<file path="config.mk">
export PLATFORM = sky130hd
export DESIGN_NAME = jk_seq_ctrl
export DESIGN_NICKNAME = d
export VERILOG_FILES = /design/src/rtl/jk_seq_ctrl.sv
export SDC_FILE = /design/constraint.sdc
export NUM_CORES = 1
export LEC_CHECK = 0
export CAP_MARGIN = 15
export CORE_MARGIN = 2
export CORE_UTILIZATION = 45
export CTS_CLUSTER_SIZE = 28
export DETAILED_ROUTE_END_ITERATION = 8
export HOLD_SLACK_MARGIN = 0.06
export PLACE_DENSITY_LB_ADDON = 0.2
export SLEW_MARGIN = 0
export SYNTH_ARGS = -nofsm -noshare
export SYNTH_HDL_FRONTEND = slang
export SYNTH_SLANG_ARGS = --single-unit
export TNS_END_PERCENT = 10
</file>
<file path="constraint.sdc">
create_clock -name clk -period 2.13 [get_ports clk]
set_clock_uncertainty 0.05 [all_clocks]
set_input_delay 0.213 -clock clk [delete_from_list [all_inputs] [get_ports clk]]
set_output_delay 0.213 -clock clk [all_outputs]
set_load 0.005 [all_outputs]
</file>
<file path="src/rtl/jk_seq_ctrl.sv">
// jk_seq_ctrl: valid/ready sequencer stepping a 2-bit JK state machine {A,B} with hold, abort and done pulse.
// Optional STALL_DETECT_EN ends a run on a step that leaves the state unchanged and flags stalled.
module jk_seq_ctrl #(
  parameter int CNT_W = 8
) (
  input  logic             clk,
  input  logic             rst_n,
  input  logic             cmd_valid,
  output logic             cmd_ready,
  input  logic [1:0]       cmd_init,
  input  logic [CNT_W-1:0] cmd_steps,
  input  logic             hold,
  input  logic             abort,
  output logic [1:0]       state,
  output logic             ja,
  output logic             ka,
  output logic             jb,
  output logic             kb,
  output logic [CNT_W-1:0] steps_done,
  output logic             busy,
  output logic             done,
  output logic             stalled
);
  typedef enum logic [1:0] {S_IDLE, S_RUN, S_DONE} fsm_t;
  fsm_t fsm, fsm_nxt;
  logic [CNT_W-1:0] remain;
  logic [1:0] nxt;
  logic accept, step, stall_hit;
  always_comb begin
    ja = state[0];
    ka = ~state[1] & state[0];
    jb = state[1];
    kb = state[1];
    nxt = {ja & ~state[1] | ~ka & state[1], jb & ~state[0] | ~kb & state[0]};
    accept = cmd_valid && cmd_ready;
    step = fsm == S_RUN && !abort && !hold;
  end
`ifdef STALL_DETECT_EN
  assign stall_hit = step && nxt == state;
  always_ff @(posedge clk or negedge rst_n)
    if (!rst_n) stalled <= 1'b0;
    else if (accept) stalled <= 1'b0;
    else if (stall_hit) stalled <= 1'b1;
`else
  assign stall_hit = 1'b0;
  assign stalled = 1'b0;
`endif
  always_ff @(posedge clk or negedge rst_n)
    if (!rst_n) fsm <= S_IDLE;
    else fsm <= fsm_nxt;
  always_comb
    fsm_nxt = fsm == S_IDLE ? (accept ? (cmd_steps == '0 ? S_DONE : S_RUN) : S_IDLE) :
              fsm == S_RUN  ? (abort || (step && (remain == CNT_W'(1) || stall_hit)) ? S_DONE : S_RUN) :
                              S_IDLE;
  always_comb begin
    cmd_ready = fsm == S_IDLE;
    busy = fsm == S_RUN || fsm == S_DONE;
    done = fsm == S_DONE;
  end
  always_ff @(posedge clk or negedge rst_n)
    if (!rst_n) begin
      state <= 2'b00;
      remain <= '0;
      steps_done <= '0;
    end else if (accept) begin
      state <= cmd_init;
      remain <= cmd_steps;
      steps_done <= '0;
    end else if (step) begin
      state <= nxt;
      remain <= remain - CNT_W'(1);
      steps_done <= steps_done + CNT_W'(1);
    end
endmodule

</file>
==> results of run 1 <==
## cells in the mapped netlist, types with 2 or more instances
master,number
dfrtp_1,20
clkbuf_1,4
a21oi_1,6
or2_2,2
mux2_2,2
nand2_1,10
nor4_1,3
nor2_1,7
nand2b_1,2
xnor2_1,3
mux2i_1,3
nand3_1,5
o311ai_0,2
inv_1,9
o31ai_1,5
or4_1,7
or3_1,3
o21ai_0,6
ha_1,8
a31oi_1,4
buf_4,4
## metal layers
| metal | up-vias | part of all wire, % | global-route usage, % |
|---|---|---|---|
| li1 | 546 | - | - |
| met3 | 2 | 4.6 | 3.46 |
| met5 | - | 0 | 0 |
| met4 | 0 | 0.62 | 7.48 |
| met1 | 555 | 47 | 24.5 |
| met2 | 33 | 48 | 30.7 |
## flip-flops by register name, indices dropped and copies added (netlist names)
name / flops
fsm: 2
steps_done: 8
state: 2
remain: 8
## placed cells by master, fill, tap and decap left out, types with 2 or more instances in the layout
cell type / n
nand3_1: 5
nand2_1: 10
dfrtp_1: 20
clkbuf_4: 3
o21ai_0: 6
ha_1: 8
a31oi_1: 4
o311ai_0: 2
nor4_1: 3
o31ai_1: 5
or2_2: 2
nand2b_1: 2
nor2_1: 7
mux2_2: 2
buf_4: 9
mux2i_1: 3
inv_1: 9
clkdlybuf4s50_1: 31
xnor2_1: 3
a21oi_1: 6
or4_1: 7
or3_1: 3
## power by group
group          internal (mW)  total, mW  switching, mW
clock                 0.0658      0.176          0.110
combinational          0.298      0.531          0.233
sequential             0.461      0.549         0.0879
## logic make-up after synthesis
group,after synthesis,synth area share (%)
AO/OA/AOI/OAI,28,14.8
XOR/XNOR,3,2.12
adder cells (fa/ha/maj),8,8.09
buffers and inverters,18,6.77
flip-flops,20,40.4
multiplexers,5,4.25
other,1,0.303
AND/OR/NAND/NOR,48,23.3
## how the worst min path moves through the flow
| stage | endpoint | slack (ns) |
|---|---|---|
| after floorplan | fsm[0]$_DFF_PN0_ | -0.13 |
| after global placement | steps_done[7]$_DFFE_PN0P_ | 0.49 |
| after detailed placement | steps_done[6]$_DFFE_PN0P_ | 0.51 |
| after CTS | state[1]$_DFFE_PN0P_ | 0.19 |
| after global routing | remain[2]$_DFFE_PN0P_ | 0.20 |
| final | state[1]$_DFFE_PN0P_ | 0.19 |
## area by class of cell
class	count	area (um^2)	share of cell area, %
Sequential cell	20	500	30.6
Inverter	9	33.8	2.07
Tap cell	31	38.8	2.37
Clock buffer	3	22.5	1.38
Timing Repair Buffer	40	378	23.1
Multi-Input combinational cell	93	662	40.5
==> metrics.md, run 1 <==
| Metric | Value |
|---|---|
| Status | complete, no violations |
| Post-synthesis cell type count | 37 |
| Final GP Congestion | 0.840 |
| Max incr delay on CP | 0.53 ns |
| Initial antenna violation count | 0 |
| Total number of vias | 1136 |
| Diode count | 0 |
| TritonCTS clock tree | built |
| R2R Path End | remain[5]$_DFFE_PN0P_ |
| Cells after Synth | 131 |
| Startpoint Class | register |
| RSZ-0062 raised after global routing | no |
| CP max stage cell | or4b_4 |
| Post-layout util | 60.9% |
| VDD IR max | 0.000537 V |
| Drt drc | 0 |
| Fin crit share | 93.2% |
| Pwr Total | 1.26 mW |
| Critical-path cell list | inv_1 > ha_1 > or4b_4 > or4_1 > a31oi_1 |
| Nets | 190 |
| First DRT Iteration DRCs | 34 |
| Clk sinks | 20 |
| Yosys top cell by area | dfrtp_1 |
| Placed Instance Area | 0.00160 mm^2 |
| Hold WC Path Type | in -> async |
| Worst r2r src | fsm[1]$_DFF_PN0_ |
| Clock buffer depth | 2 |
| CTS resizes | 0 |
| Num rows | 19 |
| # port buffers | 31 |
| Worst Path Max Fanout | 9 |
| Total of max-cap violations | 0 |
| Critical Path Stages | 5 |
| Crit. End Element | register |
| CTS Hold Bufs | 0 |
| Global-route total usage across every layer | 18.8% |
| Final instance area | 0.00164 mm^2 |
| Min cycle time layout | 1.98 ns |
| Area Overhead vs Synth | 32.2% |
| Final std cells w/o fill | 196 |
| Synth Register Bits | 20 |
| WP buf/inv | 1 |
| Starting Density | 46.1% |
| Filler cells | 251 |
| Mapped Area | 0.00124 mm^2 |
| Setup Buffers After CTS | 0 |
| Reg clk slew, reported paths | 0.11 ns |
| Post-Syn Nets | 154 |
| Sequential area share after synthesis | 40.4% |
| Final setup viols | 0 |
| Inst Count DP | 193 |
| Most used DFF post-synth | dfrtp_1 |
| Pre-CTS WS | -0.00416 ns |
| Clk_lat worst skew | 0.29 ns |
| Per-cell routed wire length | 14.0 um |
| Number of CTS-inserted buffers | 3 |
| Post-synth top area share | 40.4% |
| Vias per inst | 5.80 |
| Syn avg cell area | 9.45 um^2 |
| CP Launch Point | fsm[1]$_DFF_PN0_ |
| # H-tree levels | 1 |
| Largest net degree at the start of global routing | 21 |
| Crit path capture | remain[5]$_DFFE_PN0P_ |
| Proportion of layout cells with a drive suffix above 1 | 12.7% |
| Flop-to-flop setup slack | 0.15 ns |
| Worst Slack Setup Final | 0.146 ns |
| Req. time, crit path | 2.30 ns |
| Post-DRT Antenna Nets | 0 |
| Drt first pass iters | 4 |
| Pwr Density | 768 mW/mm^2 |
| Chip Width | 56.4 um |
| Area of the die | 0.00319 mm^2 |
| Setup CP Type | reg -> reg |
| EDFF count, synth | 0 |
| Pleak | 0.667 nW |
| Max Slew Vio Count | 0 |
| Worst EP arrival | 2.16 ns |
| Total grt overflow | 0 |
| First-pass GRT wire length | 4.75 mm |
| Synth async-reset ratio | 100% |
| Routed WL | 2.74 mm |
| Ys Warns | 0 |
| Worst hold slack | 0.192 ns |
| R2R depth | 5 |
| Core box area | 0.00269 mm^2 |
| Final hold vios | 0 |
| Root Buffer | clkbuf_4 |
| IO Pins | 33 |
| Setup total negative slack | 0 ns |
| FMAX | 504 MHz |
| CP delay by family, top | simple AND/OR/NAND/NOR gates |
| Top cells by area, synth | dfrtp_1 40%, ha_1 8.1%, or4_1 4.2% |
| Die Span Y | 56.4 um |
| Vias in the first global route | 1054 |
| HPWL after DPL | 2.11 mm |
(Power assumes the default switching activity.)
==> run 2: changes to the inputs <==
ABC_CLOCK_PERIOD_IN_PS = 2130   (was default)
==> results of run 2 <==
The final DEF is identical to that of run 1; final timing and power are the same.
